File: src/rtl/comparison_scan_ctrl.sv
// Frame scanner: finds the first masked-in magnitude above a snapshotted cutoff, one sample per cycle.
// Verdict appears 2+k cycles after accept (N+1 on no hit); verdict is held until send_rdy and no new frame is accepted meanwhile.
module comparison_scan_ctrl #(
    parameter int BIT_WIDTH  = 32,
    parameter int N_SAMPLES  = 8,
    parameter int CUTOFF_MAG = 20
) (
    input  logic                          clk,
    input  logic                          reset,
    input  logic                          cfg_val,
    input  logic [BIT_WIDTH-1:0]          cfg_cutoff,
    input  logic                          recv_val,
    output logic                          recv_rdy,
    input  logic [BIT_WIDTH-1:0]          recv_mag [N_SAMPLES],
    input  logic [N_SAMPLES-1:0]          recv_mask,
    output logic                          send_val,
    input  logic                          send_rdy,
    output logic                          send_hit,
    output logic [$clog2(N_SAMPLES)-1:0]  send_idx,
    output logic                          busy
);

    localparam int IDX_W = $clog2(N_SAMPLES);
    localparam logic [IDX_W-1:0] LAST_IDX = IDX_W'(N_SAMPLES - 1);

    typedef enum logic [1:0] {
        IDLE = 2'd0,
        SCAN = 2'd1,
        SEND = 2'd2
    } state_t;

    state_t                 r_state;
    state_t                 w_state_nxt;

    logic [BIT_WIDTH-1:0]   r_cutoff;
    logic [BIT_WIDTH-1:0]   r_snap;
    logic [BIT_WIDTH-1:0]   r_mag [N_SAMPLES];
    logic [N_SAMPLES-1:0]   r_mask;
    logic [IDX_W-1:0]       r_idx;
    logic                   r_hit;
    logic [IDX_W-1:0]       r_send_idx;

    logic                   w_accept;
    logic                   w_sample_hit;
    logic                   w_last;

    assign recv_rdy = (r_state == IDLE);
    assign busy     = (r_state != IDLE);
    assign send_val = (r_state == SEND);
    assign send_hit = r_hit;
    assign send_idx = r_send_idx;

    assign w_accept     = recv_val && recv_rdy;
    assign w_sample_hit = r_mask[r_idx] && (r_mag[r_idx] > r_snap);
    assign w_last       = (r_idx == LAST_IDX);

    always_ff @(posedge clk or posedge reset) begin
        if (reset) begin
            r_state <= IDLE;
        end else begin
            r_state <= w_state_nxt;
        end
    end

    always_comb begin
        w_state_nxt = r_state;
        case (r_state)
            IDLE: begin
                if (w_accept) begin
                    w_state_nxt = SCAN;
                end
            end
            SCAN: begin
                if (w_sample_hit || w_last) begin
                    w_state_nxt = SEND;
                end
            end
            SEND: begin
                if (send_rdy) begin
                    w_state_nxt = IDLE;
                end
            end
            default: w_state_nxt = IDLE;
        endcase
    end

    // Cutoff writes are accepted in every state; a frame in flight keeps its own snapshot.
    always_ff @(posedge clk or posedge reset) begin
        if (reset) begin
            r_cutoff <= BIT_WIDTH'(CUTOFF_MAG);
        end else if (cfg_val) begin
            r_cutoff <= cfg_cutoff;
        end
    end

    always_ff @(posedge clk or posedge reset) begin
        if (reset) begin
            r_snap <= '0;
            r_mask <= '0;
            for (int i = 0; i < N_SAMPLES; i++) begin
                r_mag[i] <= '0;
            end
        end else if (r_state == IDLE && w_accept) begin
            r_snap <= r_cutoff;
            r_mask <= recv_mask;
            for (int i = 0; i < N_SAMPLES; i++) begin
                r_mag[i] <= recv_mag[i];
            end
        end
    end

    always_ff @(posedge clk or posedge reset) begin
        if (reset) begin
            r_idx      <= '0;
            r_hit      <= 1'b0;
            r_send_idx <= '0;
        end else begin
            case (r_state)
                IDLE: begin
                    if (w_accept) begin
                        r_idx <= '0;
                    end
                end
                SCAN: begin
                    if (w_sample_hit) begin
                        r_hit      <= 1'b1;
                        r_send_idx <= r_idx;
                    end else if (w_last) begin
                        r_hit      <= 1'b0;
                        r_send_idx <= '0;
                    end else begin
                        r_idx <= r_idx + 1'b1;
                    end
                end
                default: ;
            endcase
        end
    end

endmodule

File: config.mk
export PLATFORM = sky130hd
export DESIGN_NAME = comparison_scan_ctrl
export DESIGN_NICKNAME = d
export VERILOG_FILES = /design/src/rtl/comparison_scan_ctrl.sv
export SDC_FILE = /design/constraint.sdc
export NUM_CORES = 1
export LEC_CHECK = 0
export ABC_CLOCK_PERIOD_IN_PS = 12200
export CORE_ASPECT_RATIO = 2
export CORE_MARGIN = 2
export CORE_UTILIZATION = 52
export DETAILED_ROUTE_END_ITERATION = 12
export PLACE_DENSITY_LB_ADDON = 0.08
export SYNTH_ARGS = -nofsm -noshare
export SYNTH_HDL_FRONTEND = slang
export SYNTH_SLANG_ARGS = --single-unit
File: constraint.sdc
create_clock -name clk -period 12.2 [get_ports clk]
set_input_delay 1.83 -clock clk [delete_from_list [all_inputs] [get_ports clk]]
set_output_delay 1.83 -clock clk [all_outputs]
set_load 0.03 [all_outputs]
==> results of run 1 <==
==> layer usage <==
metal | vias up | track usage [%]
met3 | 46 | 2.510
li1 | 4254 | -
met5 | - | 0
met2 | 205 | 45.41
met4 | 0 | 7.255
met1 | 4823 | 26.94
==> registers in the layout, summed over array words and instances (netlist names) <==
signal and flops:
r_cutoff 32, r_idx 3, r_mag 256, r_mask 8
r_snap 32, r_state 2, send_hit 1, send_idx 3
==> cell type report <==
type	count	share of cell area (%)
Sequential cell	337	42.70
Multi-Input combinational cell	570	32.64
Timing Repair Buffer	317	15.89
Clock buffer	41	4.315
Tap cell	360	2.278
Clock inverter	15	1.405
Inverter	34	0.6833
Antenna cell	7	0.08857
==> where the power goes <==
group / switching (uW) / total, uW / internal, uW
registers: 290 / 1930 / 1640
logic: 773 / 1760 / 989
clock network: 412 / 1070 / 658
==> stage by stage <==
stage,worst slack (ns),util [%]
3_3_place_gp,6.905,64.33
3_5_place_dp,6.851,64.33
5_1_grt,7.160,68.28
6_report,7.395,68.29
2_1_floorplan,1.035,-
4_1_cts,7.379,68.23
==> cells by family after synthesis <==
logic type	after synthesis
buffers and inverters	96
DFF	337
muxes	396
and+or+nand+nor	67
AOI/OAI and AO/OA	73
adders and majority gates	34
==> how the worst max path moves through the flow <==
stage	end	slack, ns	start	cells past startpoint
final	r_mag[199]	7.39	recv_val	5
after floorplan	r_cutoff[0]	1.04	reset	1
after global placement	r_mag[231]	6.90	recv_val	5
after detailed placement	r_mag[59]	6.85	recv_val	5
after global routing	r_mag[189]	7.16	recv_val	5
after CTS	r_idx[1]	7.38	r_idx[0]	10
==> cell usage after synthesis, drive strengths merged (3+ instances only) <==
library cell  number
buf               41
ha                34
o211ai             5
o311ai             3
nand3              3
clkbuf            20
a32o               3
o21ai             35
a21oi             15
nand2             40
dfrtp            335
inv               34
mux4              66
mux2             328
nand4              8
a21o               3
==> layout by cell type (no fill, tap or decap), types with 3 or more instances in the layout <==
master,n
sky130_fd_sc_hd__clkbuf_1,6
sky130_fd_sc_hd__nand2_1,40
sky130_fd_sc_hd__o21ai_0,3
sky130_fd_sc_hd__mux4_2,66
sky130_fd_sc_hd__clkdlybuf4s50_1,306
sky130_fd_sc_hd__nand3_1,3
sky130_fd_sc_hd__dfrtp_1,332
sky130_fd_sc_hd__o311ai_0,3
sky130_fd_sc_hd__mux2_2,33
sky130_fd_sc_hd__nand4_1,7
sky130_fd_sc_hd__a21oi_1,14
sky130_fd_sc_hd__bufinv_16,8
sky130_fd_sc_hd__mux2_1,295
sky130_fd_sc_hd__o211ai_1,5
sky130_fd_sc_hd__a21o_1,3
sky130_fd_sc_hd__clkbuf_16,31
sky130_fd_sc_hd__a32o_1,3
sky130_fd_sc_hd__diode_2,7
sky130_fd_sc_hd__ha_1,34
sky130_fd_sc_hd__buf_4,10
sky130_fd_sc_hd__inv_1,32
sky130_fd_sc_hd__clkinv_2,6
sky130_fd_sc_hd__o21ai_1,32
sky130_fd_sc_hd__clkbuf_8,4
==> critical path, cell delays in order <==
cell	delay, ns
sky130_fd_sc_hd__clkdlybuf4s50_1	0.50
sky130_fd_sc_hd__and2_4	0.63
sky130_fd_sc_hd__buf_4	0.92
sky130_fd_sc_hd__buf_4	0.80
sky130_fd_sc_hd__mux2_1	0.39
==> metrics.md, run 1 <==
| Metric | Value |
|---|---|
| Clk sink count | 337 |
| Fmax | about 0.21 GHz |
| Critical path start-end classification | in -> reg |
| Synthesized-area fraction occupied by ao, oa, aoi and oai cells | under 10% |
| Startpoint of the worst hold path | r_cutoff[17] |
| Maximum number of pins on one net before global-route repair | 130 |
| Number of unique standard cell types used by synthesis | 48 |
| Depth of the worst register-to-register path | 10 |
| Number of hold-repair buffers added at the cts stage | 0 |
| Final setup violation count | 0 |
| Area growth from synthesis to final layout | 29.06% |
| Horiz. Die Dim | between 100 and 150 um |
| Detailed-route DRC error count | 0 |
| Post-synthesis mux area share | between 30% and 40% |
| Total number of nets in the final design | between 1,500 and 2,000 |
| Met1 wire length | between 10,000 and 15,000 um |
| Vias in the first global route | 10,271 |
| Setup Buffers After CTS | 0 |
| Synth top area cells | sky130_fd_sc_hd__dfrtp_1 55%, sky130_fd_sc_hd__mux2_1 22%, sky130_fd_sc_hd__mux4_2 9.7%, sky130_fd_sc_hd__ha_1 2.8%, sky130_fd_sc_hd__mux2_2 2.4% |
| Overall routed net length | ~36,000 um |
| Vias per inst | 5.549 |
| Hold_ws | ~0.48 ns |
| Number of buffer cells added on primary ports | a little over 300 |
| Number of hold-slack violations in the final timing report | 0 |
| Average routed wire per standard cell | roughly 21 um |
| I/O pin cnt | roughly 310 |
| Maximum capacitance violations | 0 |
| H-tree levels | 1 |
| Maximum vdd ir drop | 0.1567 mV |
| Category of the worst setup path launch point | primary input |
| Share of layout cells above drive strength 1 | roughly 13% |
| Final cycle utilization of the critical path | approximately 39% |
| Combinational family with the most area after synthesis | multiplexers |
| Crit end category | flip-flop |
| Pwr per Cell Area | 240.8 nW/um2 |
| Number of flops mapped to enable cells by yosys | 0 |
| Critical register-to-register path startpoint | r_idx[0] |
| Root buffer cell | sky130_fd_sc_hd__clkbuf_16 |
| Clock latency at the later pin of the worst-skew pair | between 0.5 and 0.6 ns |
| GR Overflow Total | 0 |
| Global placer's final weighted congestion | between 0.7 and 0.8 |
| Syn Nets | ~1,300 |
| Die Area | 30,940 um2 |
| Cell type contributing the most total cell area after synthesis | sky130_fd_sc_hd__dfrtp_1 |
| Total CTS buffers | 30 |
| Clock Path Buffers | 3 |
| Register-to-register setup slack | 7.48 ns |
| Initial core utilization | a little over half |
| First DRT Iteration DRCs | between 400 and 500 |
| Clk slew on worst S/H paths | ~0.07 ns |
| Highest fanout seen on the critical path | 86 |
| Core region area | a little under 30,000 um2 |
| Post-Layout Cell Count | 1,681 |
| Xor/xnor share of the synthesized area | 0% |
| Max Transition Viols Final | 0 |
| Share of Yosys cell area claimed by the top area cell type | between 50% and 60% |
| Area of the mapped netlist | 15,320 um2 |
| Uppermost layer routed | met4 |
| Simple-gate area share of the yosys netlist | 2.286% |
| Slew at the pin closest to its max-slew limit | 1.041 ns |
| Sequential share of the synthesized area | 55.05% |
| Synthesized instance count | around 1,000 |
| Detailed-placement wirelength estimate | 25,630 um |
| First-pass iteration count of the detailed router | 4 |
| Most used flip-flop cell after synthesis | sky130_fd_sc_hd__dfrtp_1 |
| Detail Route met2 WL | roughly 21,000 um |
| Final instance area | slightly below 20,000 um2 |
| Syn_area_per_cell | 15.28 um2 |
| Share of synthesized registers carrying an async set or reset | 100.0% |
| Instance count along the most critical hold path | 2 |
| Number of placed cells counting well taps | between 1,500 and 2,000 |
| Leakage power figure | between 0.008 and 0.009 uW |
| Antenna violations before repair | 5 |
| Required arrival time at the worst endpoint | 12.63 ns |
| Cell area after placement | approximately 19,000 um2 |
| Vias after detailed routing | roughly 9,300 |
| Number of filler instances in the final layout | approximately 2,100 |
| YS warnings | 0 |
| Data arrival time of the worst path | 5.24 ns |
| Post-detailed-route count of antenna-violating nets | 0 |
| Terminus of the critical flop-to-flop path | r_idx[1] |
| Setup repair after global routing missed its margin | false |
| Sequential cell area in the final layout | about 8400 um2 |
| Overall power after layout | 4763 uW |
| First-pass GRT wire length | 55,990 um |
| Tmin final | roughly 4.8 ns |
| Clock tree from TritonCTS | done |
| Adder-cell area share of the yosys netlist | 2.776% |
| DIE HEIGHT | around 250 um |
| Met3 layer wire length in the routed design | 1074 um |
| Worst slew margin | between 30% and 40% |
| Count of cells resized by post-cts repair | 0 |
| Class of the tightest hold or removal check | reg -> reg |
| Skew final | 0.01082 ns |
| Status | finished, final reports clean |
| FF+latch count, synth | 337 |
| Sum Neg Setup Slack | 0 ns |
| Row count | 88 |
| Area occupied by multi-input gates | approximately 6500 um2 |
| End of the worst hold path | r_snap[17] |
| Global-route usage over all layers | 23.46% |
Note: power is estimated with default switching activity, not from simulation.
==> run 2, diff against run 1 <==
ABC_CLOCK_PERIOD_IN_PS = 4650   (was 12200)
clock period = 4.65 ns   (was 12.2 ns; I/O delays follow)
==> metrics.md, run 2 (synthesis gave the netlist of run 1 again) <==
| Metric | Value |
|---|---|
| Vias in the first global route | between 10,000 and 15,000 |
| Global placer's final weighted congestion | ~0.83 |
| Skew final | 0.01525 ns |
| Number of filler instances in the final layout | 2,133 |
| Maximum number of pins on one net before global-route repair | 150 |
| First-pass iteration count of the detailed router | 4 |
| Area growth from synthesis to final layout | 28.90% |
| Clk slew on worst S/H paths | approximately 0.060 ns |
| Number of placed cells counting well taps | ~1,600 |
| Pwr per Cell Area | around 620 nW/um2 |
| Sum Neg Setup Slack | 0 ns |
| Internal portion of total power | roughly 8400 uW |
| Row count | 88 |
| Number of hold-slack violations in the final timing report | 0 |
| Startpoint of the worst hold path | r_mag[20] |
| Number of hold-repair buffers added at the cts stage | 0 |
| Depth of the worst register-to-register path | 10 |
| Cell area after placement | 18,760 um2 |
| Maximum capacitance violations | 0 |
| Maximum vdd ir drop | 0.4133 mV |
| Root buffer cell | sky130_fd_sc_hd__clkbuf_16 |
| Clock latency at the later pin of the worst-skew pair | 0.56 ns |
| Clock Power Share | approximately a fifth |
| Initial core utilization | between 50% and 60% |
| Clock tree from TritonCTS | done |
| Total number of nets in the final design | 1,630 |
| Switching part of the total | a little under a third |
| Core region area | 28,960 um2 |
| Class of the tightest hold or removal check | reg -> reg |
| DIE HEIGHT | 246.8 um |
| Power share of the sequential group | between 40% and 50% |
| Status | finished, final reports clean |
| First-pass GRT wire length | around 56,000 um |
| Total CTS buffers | 30 |
| Global-route usage over all layers | approximately a quarter |
| Setup Buffers After CTS | 0 |
| Detailed-placement wirelength estimate | 26,600 um |
| Hold_ws | 0.4823 ns |
| Most frequent standard cell in the layout excluding fill and tap cells | sky130_fd_sc_hd__dfrtp_1 |
| Terminus of the critical flop-to-flop path | r_state[1] |
| Max Transition Viols Final | 0 |
| Detailed-route DRC error count | 0 |
| Number of buffer cells added on primary ports | between 300 and 400 |
| Post-detailed-route count of antenna-violating nets | 0 |
| Clock Path Buffers | 3 |
| Die Area | between 30,000 and 40,000 um2 |
| Average routed wire per standard cell | roughly 22 um |
| Final cycle utilization of the critical path | 84.98% |
| Number of flip-flops under the largest register name | roughly 260 |
| Vias after detailed routing | between 9,000 and 10,000 |
| Vias per inst | ~5.5 |
| Largest registers | r_mag (256), r_cutoff (32), r_snap (32) |
| Leakage power figure | just over 0.008 uW |
| Worst slew margin | about two fifths |
| NetSw | between 3000 and 4000 uW |
| Tmin final | ~4 ns |
| I/O pin cnt | about 300 |
| Highest fanout seen on the critical path | 36 |
| Critical path start-end classification | reg -> reg |
| Fmax | roughly 0.25 GHz |
| First DRT Iteration DRCs | between 300 and 400 |
| Count of cells resized by post-cts repair | 0 |
| Antenna violations before repair | 5 |
| Crit end category | flip-flop |
| Register-to-register setup slack | 0.70 ns |
| Data arrival time of the worst path | 4.36 ns |
| End of the worst hold path | r_mag[20] |
| Final setup violation count | 0 |
| Critical register-to-register path startpoint | r_idx[0] |
| Required arrival time at the worst endpoint | ~5.1 ns |
| Clk sink count | roughly 340 |
| Post-Layout Cell Count | ~1,700 |
| Overall power after layout | 12,300 uW |
| Setup repair after global routing missed its margin | false |
| H-tree levels | 1 |
| Slew at the pin closest to its max-slew limit | around 0.93 ns |
| GR Overflow Total | 0 |
| Category of the worst setup path launch point | flip-flop |
| Overall routed net length | ~36,000 um |
| Largest reg by FF count | r_mag |
| Instance count along the most critical hold path | 1 |
| Share of layout cells above drive strength 1 | a little over an eighth |
| Final instance area | between 15,000 and 20,000 um2 |
| Horiz. Die Dim | between 100 and 150 um |
| Most frequent cells in the layout | 332 x sky130_fd_sc_hd__dfrtp_1, 306 x sky130_fd_sc_hd__clkdlybuf4s50_1, 295 x sky130_fd_sc_hd__mux2_1, 66 x sky130_fd_sc_hd__mux4_2, 40 x sky130_fd_sc_hd__nand2_1 |
| Combinational cell fraction of total power | 38.1% |
-- run 2: cell types whose count changed in the layout (fill, tap and decap cells not counted) --
cell                        delta
sky130_fd_sc_hd__clkbuf_8      -1
sky130_fd_sc_hd__inv_8         -1
sky130_fd_sc_hd__buf_4         -3
sky130_fd_sc_hd__buf_12        +8
sky130_fd_sc_hd__clkinv_2      -1
sky130_fd_sc_hd__clkbuf_1      +6
sky130_fd_sc_hd__diode_2       -2
sky130_fd_sc_hd__bufinv_16     -5
-- run 2: per-stage QoR --
stage                     utilization (%)  setup slack, ns
final                               68.21           0.6986
after global routing                68.21           0.4445
after CTS                           68.16           0.6256
after detailed placement            64.79           0.6305
after global placement              64.79           0.7147
after floorplan                         -          -0.5504
-- run 2: layout make-up --
cell class,instances,area [um2],area share (%)
repair buffers,322,3281,16.61
flip-flops and latches,337,8444,42.75
well taps,360,450.4,2.281
clock inverters,8,115.1,0.5828
multi-input cells,570,6455,32.68
inverters,34,131.4,0.6651
diodes,5,12.51,0.06335
clock buffers,46,862.1,4.365
-- run 2: power by group through the flow --
stage                     Clock [uW]  Combinational, uW  Sequential, uW
after global routing            2670               5180            5290
after global placement             0               4620            5120
final                           2500               4690            5110
after CTS                       2560               4780            5130
after detailed placement           0               4760            5180
after floorplan                    0               3680            4760
-- run 2: metal layers --
metal / part of all wire (%) / up-vias / track usage (%)
met3: 3.9 / 57 / 3.678
met2: 57 / 243 / 45.40
li1: - / 4265 / -
met1: 36 / 4728 / 25.86
met4: 3.2 / 0 / 9.379
met5: 0 / - / 0
-- run 2: worst max-delay path by stage --
stage                   from           to  slack, ns
floorplan              reset  r_cutoff[0]      -0.55
global placement    r_idx[0]  send_idx[1]       0.71
detailed placement  r_idx[0]     r_idx[0]       0.63
CTS                 r_idx[0]   r_state[1]       0.63
global route        r_idx[0]   r_state[1]       0.44
finish              r_idx[0]   r_state[1]       0.70
-- run 2: critical path: stages, from the launching register on --
cell and delay, ns:
sky130_fd_sc_hd__dfrtp_4 0.86, sky130_fd_sc_hd__buf_4 0.37, sky130_fd_sc_hd__mux4_2 0.52, sky130_fd_sc_hd__mux2_2 0.30
sky130_fd_sc_hd__ha_1 0.32, sky130_fd_sc_hd__nand4_1 0.23, sky130_fd_sc_hd__nor4_4 0.32, sky130_fd_sc_hd__a21oi_1 0.13
sky130_fd_sc_hd__o31a_4 0.15, sky130_fd_sc_hd__o31ai_1 0.47, sky130_fd_sc_hd__o21ai_1 0.14
==> run 3, diff against run 2 <==
ABC_CLOCK_PERIOD_IN_PS = 3500   (was 4650)
CORE_UTILIZATION = 47   (was 52)
clock period = 3.5 ns   (was 4.65 ns; I/O delays follow)
==> metrics.md, run 3 (synthesis gave the netlist of run 1 again) <==
| Metric | Value |
|---|---|
| Pwr per Cell Area | 845.9 nW/um2 |
| GR Overflow Total | 0 |
| Setup repair after global routing missed its margin | true |
| Required arrival time at the worst endpoint | 4.00 ns |
| Total CTS buffers | 30 |
| Global placer's final weighted congestion | roughly 0.8 |
| Dpl ws | -0.05913 ns |
| Most frequent standard cell in the layout excluding fill and tap cells | sky130_fd_sc_hd__dfrtp_1 |
| Overall power after layout | roughly 18,000 uW |
| Tmin final | roughly 3.5 ns |
| Worst slew margin | 36.47% |
| Leakage power figure | 0.008496 uW |
| Number of filler instances in the final layout | roughly 2,500 |
| Horiz. Die Dim | 131.7 um |
| Post-Layout Cell Count | between 1,500 and 2,000 |
| DIE HEIGHT | between 200 and 300 um |
| Maximum capacitance violations | 0 |
| Vias after detailed routing | 9,520 |
| Global-route usage over all layers | 22.95% |
| Final setup violation count | 0 |
| Maximum number of pins on one net before global-route repair | 52 |
| Clock latency at the later pin of the worst-skew pair | approximately 0.56 ns |
| Row count | 93 |
| Number of buffer cells added on primary ports | 307 |
| Detailed-route DRC error count | 0 |
| Number of flip-flops under the largest register name | 256 |
| Post-layout worst setup margin | about 0.008 ns |
| Class of the tightest hold or removal check | reg -> reg |
| Register-to-register setup slack | approximately 0.008 ns |
| Critical path start-end classification | reg -> reg |
| Clock Path Buffers | 3 |
| Root buffer cell | sky130_fd_sc_hd__clkbuf_16 |
| First DRT Iteration DRCs | between 300 and 400 |
| Highest fanout seen on the critical path | 5 |
| Vias per inst | 5.280 |
| Max Transition Viols Final | 0 |
| Sum Neg Setup Slack | 0 ns |
| Maximum vdd ir drop | 0.7126 mV |
| Slew at the pin closest to its max-slew limit | between 0.9 and 1 ns |
| Skew final | roughly 0.015 ns |
| Average routed wire per standard cell | approximately 21 um |
| Total number of nets in the final design | approximately 1,700 |
| Status | finished, final reports clean |
| Terminus of the critical flop-to-flop path | r_state[0] |
| Largest registers | r_mag (256), r_cutoff (32), r_snap (32) |
| Clk sink count | roughly 340 |
| Overall routed net length | 38,320 um |
| Vias in the first global route | 10,752 |
| Most frequent cells in the layout | 332 x sky130_fd_sc_hd__dfrtp_1, 306 x sky130_fd_sc_hd__clkdlybuf4s50_1, 295 x sky130_fd_sc_hd__mux2_1, 66 x sky130_fd_sc_hd__mux4_2, 44 x sky130_fd_sc_hd__buf_4 |
| First-pass iteration count of the detailed router | 4 |
| Clk slew on worst S/H paths | about 0.070 ns |
| Startpoint of the worst hold path | r_state[1] |
| Share of layout cells above drive strength 1 | 18.41% |
| Die Area | ~34,000 um2 |
| Number of hold-slack violations in the final timing report | 0 |
| Category of the worst setup path launch point | flip-flop |
| Detailed-placement wirelength estimate | 28,870 um |
| Clock tree from TritonCTS | done |
| Largest reg by FF count | r_mag |
| First-pass GRT wire length | about 60,000 um |
| Core region area | 32,120 um2 |
| Critical register-to-register path startpoint | r_idx[0] |
| Initial core utilization | 47.71% |
| Crit end category | flip-flop |
| Antenna violations before repair | 2 |
| H-tree levels | 1 |
| Area growth from synthesis to final layout | 35.09% |
| Post-detailed-route count of antenna-violating nets | 0 |
| I/O pin cnt | 308 |
| Number of placed cells counting well taps | between 1,500 and 2,000 |
| Fmax | between 0.2 and 0.3 GHz |
| End of the worst hold path | r_state[0] |
| Data arrival time of the worst path | approximately 4.0 ns |
| Final cycle utilization of the critical path | ~100% |
| Instance count along the most critical hold path | 1 |
| Number of hold-repair buffers added at the cts stage | 0 |
| Depth of the worst register-to-register path | 12 |
==> run 3: cell types whose count changed in the layout (fill, tap and decap cells not counted), moves of 5 or more <==
cell	before	now
sky130_fd_sc_hd__buf_12	8	21
sky130_fd_sc_hd__buf_4	7	44
sky130_fd_sc_hd__buf_6	0	5
sky130_fd_sc_hd__clkbuf_1	12	4
sky130_fd_sc_hd__clkinvlp_4	1	6
sky130_fd_sc_hd__ha_1	34	25
sky130_fd_sc_hd__ha_4	0	9
sky130_fd_sc_hd__mux2_2	33	26
sky130_fd_sc_hd__mux2_4	0	7
==> run 3: worst max-delay path by stage <==
stage | from | to | slack (ns) | cells after the start
3_3_place_gp | r_idx[1] | r_state[0] | 0.001 | 12
5_1_grt | r_idx[0] | r_state[0] | -0.15 | 12
2_1_floorplan | reset | r_cutoff[0] | -1.53 | 1
4_1_cts | r_idx[1] | r_state[0] | -0.01 | 12
6_report | r_idx[0] | r_state[0] | 0.008 | 12
3_5_place_dp | r_idx[1] | r_state[0] | -0.06 | 12
==> run 3: metrics by stage <==
stage	hold WS, ns	util [%]	cell area [um2]
after floorplan	0.4485	-	15330
after global placement	0.4597	59.95	19250
after detailed placement	0.4687	59.95	19250
after CTS	0.4791	63.94	20530
after global routing	0.4939	64.46	20700
final	0.4662	64.46	20700
==> run 3: per-layer routing <==
layer	global-route usage [%]	routed length, um
met1	24.72	13720
met2	44.66	21710
met5	0	0
met3	3.222	1467
met4	9.209	1423
==> run 3: report_power, final <==
group	switching, uW	internal [uW]	total (uW)
sequential	936	5720	6660
clock	1490	2060	3550
combinational	3150	4150	7300
total	5580	11900	17500
==> run 3: timing repair <==
item	4_1_cts	5_1_grt
pin swaps	5	6
setup endpoints to repair	8	9
gates cloned	0	1
resized for setup	18	10
setup buffers	13	6
==> run 3: cell type report <==
cell class,count,area [um2],area share (%)
clock inverters,17,230.2,1.112
flip-flops and latches,337,8444,40.79
clock buffers,38,832.0,4.019
inverters,34,131.4,0.6346
multi-input cells,570,6624,32.00
diodes,2,5.005,0.02418
repair buffers,378,3900,18.84
well taps,427,534.3,2.581
==> run 3: critical path: stages, from the launching register on <==
cell,delay [ns]
sky130_fd_sc_hd__dfrtp_4,0.56
sky130_fd_sc_hd__buf_12,0.17
sky130_fd_sc_hd__buf_4,0.13
sky130_fd_sc_hd__mux4_2,0.44
sky130_fd_sc_hd__mux2_2,0.28
sky130_fd_sc_hd__ha_1,0.29
sky130_fd_sc_hd__nand4_1,0.19
sky130_fd_sc_hd__nor4_4,0.37
sky130_fd_sc_hd__or3b_4,0.19
sky130_fd_sc_hd__a31oi_4,0.04
sky130_fd_sc_hd__buf_6,0.14
sky130_fd_sc_hd__or4b_4,0.47
sky130_fd_sc_hd__a21oi_2,0.14
